[src/rtl/lsu_pkg.sv]
// Shared definitions for the load/store unit.
//   lsu_state_e : FSM states of the memory handshake sequencer
//   F3_*        : funct3 encodings of the RV32 load/store access sizes
package lsu_pkg;

  typedef enum logic [1:0] {
    IDLE = 2'd0,
    REQ  = 2'd1,
    DONE = 2'd2,
    ERR  = 2'd3
  } lsu_state_e;

  localparam logic [2:0] F3_B  = 3'b000;
  localparam logic [2:0] F3_H  = 3'b001;
  localparam logic [2:0] F3_W  = 3'b010;
  localparam logic [2:0] F3_BU = 3'b100;
  localparam logic [2:0] F3_HU = 3'b101;

endpackage

[src/rtl/lsu_align.sv]
// Purely combinational lane logic for the load/store unit.
// Request side (live core inputs):
//   i_is_store    : 1 = store, 0 = load
//   i_req_funct3  : access size/sign
//   i_req_addr_lo : daddr[1:0]
//   i_wdata       : store data (rs2)
//   o_be          : byte enables
//   o_wdata       : store data replicated across the addressed lanes
//   o_legal       : funct3 is a valid encoding for this access direction
//   o_misaligned  : address not naturally aligned for the access size
// Load side (registered copies from the accepted request):
//   i_ld_funct3, i_ld_addr_lo, i_rdata : captured request and read word
//   o_rdata_ext   : selected lane, sign/zero extended to 32 bits
module lsu_align
  import lsu_pkg::*;
(
  input  logic        i_is_store,
  input  logic [2:0]  i_req_funct3,
  input  logic [1:0]  i_req_addr_lo,
  input  logic [31:0] i_wdata,
  input  logic [2:0]  i_ld_funct3,
  input  logic [1:0]  i_ld_addr_lo,
  input  logic [31:0] i_rdata,
  output logic [3:0]  o_be,
  output logic [31:0] o_wdata,
  output logic        o_legal,
  output logic        o_misaligned,
  output logic [31:0] o_rdata_ext
);

  logic [7:0]  w_byte;
  logic [15:0] w_half;

  // Request side: legality, alignment, enables and replicated data.
  always_comb begin
    o_legal      = 1'b0;
    o_misaligned = 1'b0;
    o_be         = 4'b1111;
    o_wdata      = i_wdata;

    case (i_req_funct3)
      F3_B, F3_H, F3_W: o_legal = 1'b1;
      F3_BU, F3_HU:     o_legal = !i_is_store;  // unsigned forms exist only for loads
      default:          o_legal = 1'b0;
    endcase

    // funct3[1:0] encodes the size for every legal encoding.
    case (i_req_funct3[1:0])
      2'b00: begin
        o_be    = 4'b0001 << i_req_addr_lo;
        o_wdata = {4{i_wdata[7:0]}};
      end
      2'b01: begin
        o_misaligned = i_req_addr_lo[0];
        o_be         = 4'b0011 << {i_req_addr_lo[1], 1'b0};
        o_wdata      = {2{i_wdata[15:0]}};
      end
      default: begin
        o_misaligned = (i_req_addr_lo != 2'b00);
        o_be         = 4'b1111;
        o_wdata      = i_wdata;
      end
    endcase
  end

  // Load side: lane select then extension.
  always_comb begin
    case (i_ld_addr_lo)
      2'd0:    w_byte = i_rdata[7:0];
      2'd1:    w_byte = i_rdata[15:8];
      2'd2:    w_byte = i_rdata[23:16];
      default: w_byte = i_rdata[31:24];
    endcase
    w_half = i_ld_addr_lo[1] ? i_rdata[31:16] : i_rdata[15:0];

    case (i_ld_funct3)
      F3_B:    o_rdata_ext = {{24{w_byte[7]}}, w_byte};
      F3_H:    o_rdata_ext = {{16{w_half[15]}}, w_half};
      F3_W:    o_rdata_ext = i_rdata;
      F3_BU:   o_rdata_ext = {24'd0, w_byte};
      F3_HU:   o_rdata_ext = {16'd0, w_half};
      default: o_rdata_ext = 32'd0;
    endcase
  end

endmodule

[src/rtl/load_store_unit.sv]
// Load/store unit between a single-cycle RV32 core and a req/ack data memory.
// Accepts a core load/store, registers it onto the memory port, holds the core
// in stall until the memory acks (or times out), then returns the extended
// load result for one cycle while the core advances.
// Ports:
//   CLK, RESET          : clock (rising edge), asynchronous active-high reset
//   MemRead, MemWrite   : core access request (both set = store)
//   funct3, daddr       : access size/sign and byte address
//   ddata_w / ddata_r   : store data in / extended load result out
//   stall               : core must hold PC and inputs
//   misaligned, bus_err : one-cycle error pulses
//   mem_req, mem_we, mem_addr, mem_be, mem_wdata : registered memory request
//   mem_rdata, mem_ack  : memory response (ack is a one-cycle strobe)
// The lane logic assumes 32-bit data; address_size sets the bus widths.
module load_store_unit
  import lsu_pkg::*;
#(
  parameter int address_size = 32,
  parameter int TIMEOUT      = 16
) (
  input  logic                    CLK,
  input  logic                    RESET,
  input  logic                    MemRead,
  input  logic                    MemWrite,
  input  logic [2:0]              funct3,
  input  logic [address_size-1:0] daddr,
  input  logic [address_size-1:0] ddata_w,
  output logic [address_size-1:0] ddata_r,
  output logic                    stall,
  output logic                    misaligned,
  output logic                    bus_err,
  output logic                    mem_req,
  output logic                    mem_we,
  output logic [address_size-3:0] mem_addr,
  output logic [3:0]              mem_be,
  output logic [address_size-1:0] mem_wdata,
  input  logic [address_size-1:0] mem_rdata,
  input  logic                    mem_ack
);

  // Counter holds 0..TIMEOUT-1.
  localparam int CW = (TIMEOUT > 1) ? $clog2(TIMEOUT) : 1;
  localparam logic [CW-1:0] COUNT_LAST = CW'(TIMEOUT - 1);

  lsu_state_e              r_state;
  logic                    r_mem_req;
  logic                    r_mem_we;
  logic [address_size-3:0] r_mem_addr;
  logic [3:0]              r_mem_be;
  logic [address_size-1:0] r_mem_wdata;
  logic [2:0]              r_funct3;
  logic [1:0]              r_addr_lo;
  logic [address_size-1:0] r_rdata;
  logic [CW-1:0]           r_count;

  logic                    w_access;
  logic                    w_is_store;
  logic                    w_legal;
  logic                    w_misal;
  logic                    w_start;
  logic                    w_reject;
  logic [3:0]              w_be;
  logic [31:0]             w_wdata;
  logic [31:0]             w_rdata_ext;

  assign w_access   = MemRead | MemWrite;
  assign w_is_store = MemWrite;

  lsu_align u_align (
    .i_is_store    (w_is_store),
    .i_req_funct3  (funct3),
    .i_req_addr_lo (daddr[1:0]),
    .i_wdata       (ddata_w),
    .i_ld_funct3   (r_funct3),
    .i_ld_addr_lo  (r_addr_lo),
    .i_rdata       (r_rdata),
    .o_be          (w_be),
    .o_wdata       (w_wdata),
    .o_legal       (w_legal),
    .o_misaligned  (w_misal),
    .o_rdata_ext   (w_rdata_ext)
  );

  // Requests are only looked at in IDLE; the core holds them stable otherwise.
  assign w_start  = (r_state == IDLE) && w_access && w_legal && !w_misal;
  assign w_reject = (r_state == IDLE) && w_access && !(w_legal && !w_misal);

  always_ff @(posedge CLK or posedge RESET) begin
    if (RESET) begin
      r_state     <= IDLE;
      r_mem_req   <= 1'b0;
      r_mem_we    <= 1'b0;
      r_mem_addr  <= '0;
      r_mem_be    <= 4'd0;
      r_mem_wdata <= '0;
      r_funct3    <= 3'd0;
      r_addr_lo   <= 2'd0;
      r_rdata     <= '0;
      r_count     <= '0;
    end else begin
      case (r_state)
        IDLE: begin
          if (w_start) begin
            r_state     <= REQ;
            r_mem_req   <= 1'b1;
            r_mem_we    <= w_is_store;
            r_mem_addr  <= daddr[address_size-1:2];
            r_mem_be    <= w_be;
            r_mem_wdata <= w_wdata;
            r_funct3    <= funct3;
            r_addr_lo   <= daddr[1:0];
            r_count     <= '0;
          end
        end
        REQ: begin
          // An ack in the final timeout cycle still completes the access.
          if (mem_ack) begin
            if (!r_mem_we) begin
              r_rdata <= mem_rdata;
            end
            r_state   <= DONE;
            r_mem_req <= 1'b0;
          end else if (r_count == COUNT_LAST) begin
            r_state   <= ERR;
            r_mem_req <= 1'b0;
          end else begin
            r_count <= r_count + CW'(1);
          end
        end
        DONE:    r_state <= IDLE;
        ERR:     r_state <= IDLE;
        default: r_state <= IDLE;
      endcase
    end
  end

  assign mem_req    = r_mem_req;
  assign mem_we     = r_mem_we;
  assign mem_addr   = r_mem_addr;
  assign mem_be     = r_mem_be;
  assign mem_wdata  = r_mem_wdata;

  // The accept cycle stalls combinationally so the core does not advance
  // before the request is on the bus.
  assign stall      = (r_state == REQ) || w_start;
  assign misaligned = w_reject;
  assign bus_err    = (r_state == ERR);
  assign ddata_r    = ((r_state == DONE) && !r_mem_we) ? w_rdata_ext : '0;

endmodule
[config.mk]
export PLATFORM = sky130hd
export DESIGN_NAME = load_store_unit
export DESIGN_NICKNAME = d
export VERILOG_FILES = /design/src/rtl/lsu_pkg.sv /design/src/rtl/lsu_align.sv /design/src/rtl/load_store_unit.sv
export SDC_FILE = /design/constraint.sdc
export NUM_CORES = 1
export LEC_CHECK = 0
export CELL_PAD_IN_SITES_DETAIL_PLACEMENT = 1
export CELL_PAD_IN_SITES_GLOBAL_PLACEMENT = 1
export CORE_UTILIZATION = 34
export CTS_CLUSTER_SIZE = 8
export DETAILED_ROUTE_END_ITERATION = 7
export GPL_TIMING_DRIVEN = 0
export PLACE_DENSITY_LB_ADDON = 0.1
export RECOVER_POWER = 25
export SYNTH_ARGS = -nofsm -noshare
export SYNTH_HDL_FRONTEND = slang
export SYNTH_SLANG_ARGS = --single-unit
[constraint.sdc]
create_clock -name CLK -period 4.2 [get_ports CLK]
set_input_delay 0.84 -clock CLK [delete_from_list [all_inputs] [get_ports CLK]]
set_output_delay 0.84 -clock CLK [all_outputs]
set_load 0.05 [all_outputs]
======== Word-level counts from Yosys, hierarchy flattened ========
Cells that the tools add are included.
cells by class
  multipliers ............................. 0
  mux-type cells .......................... 20
  $lt $le $gt $ge ......................... 0
  bitwise gates (word level) .............. 2
  reductions and logical operators ........ 26
  shift operators ......................... 2
  eq/ne operators ......................... 19
  $add $sub $neg .......................... 1
  div/mod/pow operators ................... 0
operators with widths
  operator             count
  $pmux 32 s5          1
  $pmux 32 s2          1
  $mux 32              1
  $pmux 8 s3           1
  $mux 16              1
  $pmux 4 s2           2
  $eq 3x3->1 const B   4
  $mux 4               3
  $eq 2x1->1 const B   3
  $eq 2x2->1 const B   3
  $eq 3x1->1 const B   2
  $eq 3x2->1 const B   2
  $logic_and 1x1->1    6
  $logic_not 2->1      3
  $logic_not 3->1      2
  $mux 2               3
  $ne 2x2->1 const B   3
  $pmux 1 s2           3
  $pmux 2 s3           1
  $reduce_and 3->1     2
  $add 4x1->4 const B  1
  $eq 4x4->1 const B   1
  $logic_not 1->1      4
  $reduce_and 2->1     2
  11 further kinds     15
word-level totals
  ROM bits ................................ 0
  bits in latches ......................... 0
  input bits .............................. 104
  memories kept ........................... 0
  bits in writable memories ............... 0
  register bits after elaboration ......... 111

======== Longest topological paths before layout ========
  word-level depth ........................ 7
  mapped depth ............................ 5
  gate-level depth less buffers ........... 4

======== Hierarchy ========
From an unflattened synthesis, not the netlist that was laid out.
second synthesis, totals
  cells, all modules ...................... 492
  area, all modules ....................... 6,059.6 sq um
by module, submodules not included
  module           sequential area each (sq um)  instances  area each (sq um)  cells an instance
  load_store_unit  2,777.7                       1          4,530.6            297
  lsu_align        0.0                           1          1,529.0            195

======== Worst setup path before layout ========
Ideal clock, no wire load.
  path kind ............................... in2out
  start point ............................. input MemWrite
  end point ............................... output misaligned
  setup slack ............................. 0.753 ns
  data required time ...................... 3.360 ns
  stages .................................. 3
  arrival time ............................ 2.607 ns
  cell sequence ........................... a221o_1 nand2_1 nor4_1
between the ends
  longest elaborated chain between the ends .. 5
  elaborated cells on any way between the ends .. 7
  those cells by class .................... 1 x mux; 1 x bitwise; 5 x reduce/logical
ends and longest elaborated chain
  what                   RTL line               RTL
  from (decl)            load_store_unit.sv:24  input logic MemWrite,
  $logic_not 1->1        lsu_align.sv:43        F3_BU, F3_HU: o_legal = !i_is_store;
  $pmux 1 s2             lsu_align.sv:41        case (i_req_funct3)
  $logic_and 1x1->1      load_store_unit.sv:86  assign w_reject = (r_state == IDLE) && w_access && !(w_legal && !w_misal);
  $logic_not 1->1        load_store_unit.sv:86
  $logic_and 1x1->1 (*)  load_store_unit.sv:86
  to (decl)              load_store_unit.sv:30  output logic misaligned,
Every way passes the cells marked *; elsewhere a longest branch is shown, timed or not.

======== Worst setup path after layout ========
  start point ............................. input daddr[1]
  end point ............................... output stall
between the ends
  longest elaborated chain between the ends .. 5
ends and longest elaborated chain
  what               RTL line                RTL
  from (decl)        load_store_unit.sv:26   input logic [address_size-1:0] daddr,
  $reduce_bool 2->1  lsu_align.sv:59         o_misaligned = (i_req_addr_lo != 2'b00);
  $pmux 1 s2         lsu_align.sv:48         case (i_req_funct3[1:0])
  $logic_not 1->1    load_store_unit.sv:85   assign w_start = (r_state == IDLE) && w_access && w_legal && !w_misal;
  $logic_and 1x1->1  load_store_unit.sv:85
  $logic_or 1x1->1   load_store_unit.sv:145  assign stall = (r_state == REQ) || w_start;
  to (decl)          load_store_unit.sv:29   output logic stall,
No other way between the ends.

==> reports/qor.yml <==
critical_path:
  arrival_ns: 3.21
  path_max_fanout: 10
  worst_setup_path_start_kind: "primary input"
  startpoint: "daddr[1]"
  r2r_start: "r_state[0]$_DFFE_PP0P_"
  crit_type: "primary input to primary output"
  end_kind: "primary output"
  reg2reg_slack_ns: 1.76
  required_ns: 3.36
clock_network:
  cts_tree: "yes"
  post_cts_buffers: 0
  cts-buffers-inserted: 9
  clk_pin_slew_ns: 0.07
  clk_latency_ns: 0.36
  holdBufCountCts: 0
  clock_sinks: 111
  cts_buffer_depth: 2
  cts_root_buffer: "clkbuf_16"
  h-tree-depth: 3
sta:
  fin_crit_sh_pct: 96.4
  layout_setup_ws_ns: 0.153
  finalMaxSlewViolations: 44
  period_minus_slack_ns: 4.05
  skew_ns: 0.00851
  tightest_slew_ns: 1.98
  slew_headroom_pct: -32.7
  setup_viol: 0
  rsz0062_at_grt: "false"
  holdWs_ns: 0.496
  timing.fmax_mhz: 247
  hold_violations: 0
detailed_routing:
  wl_per_cell_um: 19.3
  vias: 4457
  route.met2.wl_um: 8290
  drc: 0
  dr.pass1.iters: 4
  ant_nets: 0
  drt-total-wl_um: 16900
  via_per_inst: 5.11
  first_iter_violations: 199
  wl_met1_um: 6690
  highest_layer: "met4"
  wl_met3_um: 1500
cells_and_area:
  antenna_cells: 0
  nNetsFinal: 763
  n_fill_cell: 1634
  final_cell_mix: "clkdlybuf4s50_1, mux2_2, dfrtp_1"
  postLayoutCellArea_um2: 8120
  fin_cells: 873
  drive_above_1_share_pct: 23.1
  layout_commonest_cell: "clkdlybuf4s50_1"
  syn_to_final_growth_pct: 49.2
power_and_ir_drop:
  p_sw_mw: 2.33
  seqPwrFrac_pct: 34.0
  p_int_mw: 3.13
  power.leakage_nw: 3.22
  p_sw_share_pct: 42.7
  p_comb_share_pct: 48.7
  powerDensity_nw_per_um2: 673
  ir_drop_mv: 0.401
  pwr-share-clk_pct: 17.3
place:
  pre_cts_ws_ns: -0.509
  dp.cells: 859
  gp_congestion: 0.854
  dp_hpwl_um: 12600
  port_buffers: 206
  place_area_um2: 7800
synth:
  syn_area_per_cell_um2: 12.3
  synth_ff_type: "dfrtp_1"
  ys_seq_elements: 111
  synth_area_leaders: "dfrtp_1, mux2_2, o21ai_0"
  synth_warnings: 0
  synth_cells: 441
  synth.distinct_cells: 33
  synth_edf_count: 0
  synth_area_um2: 5440
  synth_top_family_by_area: "multiplexers"
  yosysTopAreaCell: "dfrtp_1"
  async_flop_share_pct: 100
  synth_compound_area_share_pct: 8.23
  synth-xor-area-share_pct: 0
  netlist.area_leader.share_pct: 51.0
  synthAdderAreaFrac_pct: 0.230
  synth_mux_area_share_pct: 30.0
  syn-num-nets: 546
  synth-simple-area-share_pct: 7.06
  synth_seq_area_share_pct: 51.0
status:
  violations: "max-capacitance violations, max-slew violations"
  outcome: "complete, but fails checks"
hold_path:
  hp-class: "flop to flop"
  hp-start: "mem_wdata[29]$_DFFE_PP0P_"
global_routing:
  first_global_vias: 4992
  grt_pass1_wl_um: 27100
  grt_max_degree: 70
  gr-usage-all-layers_pct: 21.7
  antenna_found_initial: 0
  grt-ovfl-total: 0
floorplanning:
  io_pins: 207
  core_area_um2: 15400
  die_y_um: 129
  std_cell_rows: 45
  die-area_um2: 16500
  initial_core_util_pct: 35.3
  die_x_um: 129
flow_run:
  maxCapViolations: 1
cell families after synthesis:
| kind of cell | Yosys count |
|---|---|
| flops | 111 |
| compound gates | 74 |
| fa+ha+maj | 1 |
| buf+inv | 38 |
| mux | 137 |
| simple gates | 80 |
critical path, stage by stage:
cell and delay (ns):
clkdlybuf4s50_1 0.51, or4_4 0.61, a2111o_1 0.61, buf_2 0.28
nand2_1 0.08, buf_2 0.27
cell type report:
class,count,area (µm²),area share (%)
plain buffers,27,149,1.83
repair buffers,207,2070,25.5
clock buffers,11,243,2.99
well taps,211,264,3.25
flip-flops and latches,111,2780,34.2
clock inverters,4,77.6,0.955
multi-input cells,292,2500,30.8
inverters,10,38.8,0.478
Yosys cell counts (2+ instances only):
cell type / count
mux2i_1: 10
mux2_1: 5
dfrtp_1: 111
clkbuf_1: 18
buf_1: 2
nor2_1: 7
nand2b_1: 2
o21ai_0: 43
a221o_1: 2
nor3b_1: 4
mux2_2: 113
or4_1: 2
and2_1: 3
mux4_2: 9
nand2_1: 38
o21bai_1: 2
o31ai_1: 2
nor3_1: 3
inv_1: 10
a31oi_1: 17
nand3_1: 17
a21oi_1: 4
buf_6: 6
buf_2: 2
registers in the layout (all words and copies together) (netlist names):
register	flops
r_state	2
mem_wdata	32
r_funct3	3
mem_addr	30
mem_req	1
r_rdata	32
mem_we	1
r_count	4
mem_be	4
r_addr_lo	2
through the flow:
step	TNS, ns	util (%)	power, mW
2_1_floorplan	0	-	3.56
3_3_place_gp	-162.75	50.4	4.46
3_5_place_dp	-0.509	50.6	4.55
4_1_cts	0	52.7	5.52
5_1_grt	0	52.6	5.75
6_report	0	52.6	5.47
power groups by stage:
stage                     Clock (mW)  Combinational (mW)  Sequential, mW
after floorplan                    0               0.906            2.65
after global placement             0                2.62            1.84
after detailed placement           0                2.67            1.87
after CTS                      0.975                2.69            1.86
after global routing            1.01                2.82            1.92
final                          0.946                2.66            1.86
worst paths after layout:
kind                                             end  cells after the start
max                                            stall                      6
min                        mem_wdata[29]$_DFFE_PP0P_                      1
max reg2reg                  r_rdata[12]$_DFFE_PP0P_                      4
min reg2reg                mem_wdata[29]$_DFFE_PP0P_                      1
max in group asynchronous   mem_addr[22]$_DFFE_PP0P_                      3
min in group asynchronous    r_rdata[18]$_DFFE_PP0P_                      2
what timing repair did:
action	4_1_cts	5_1_grt
pin swaps	0	0
gates resized for setup	6	6
endpoints found under the setup margin	10	21
layer usage:
metal  up-vias  GRT usage (%)
li1       2033              -
met1      2240           25.7
met2       158           36.0
met3        26           8.32
met4         0           7.68
met5         -              0
Note: power is estimated with default switching activity, not from simulation.
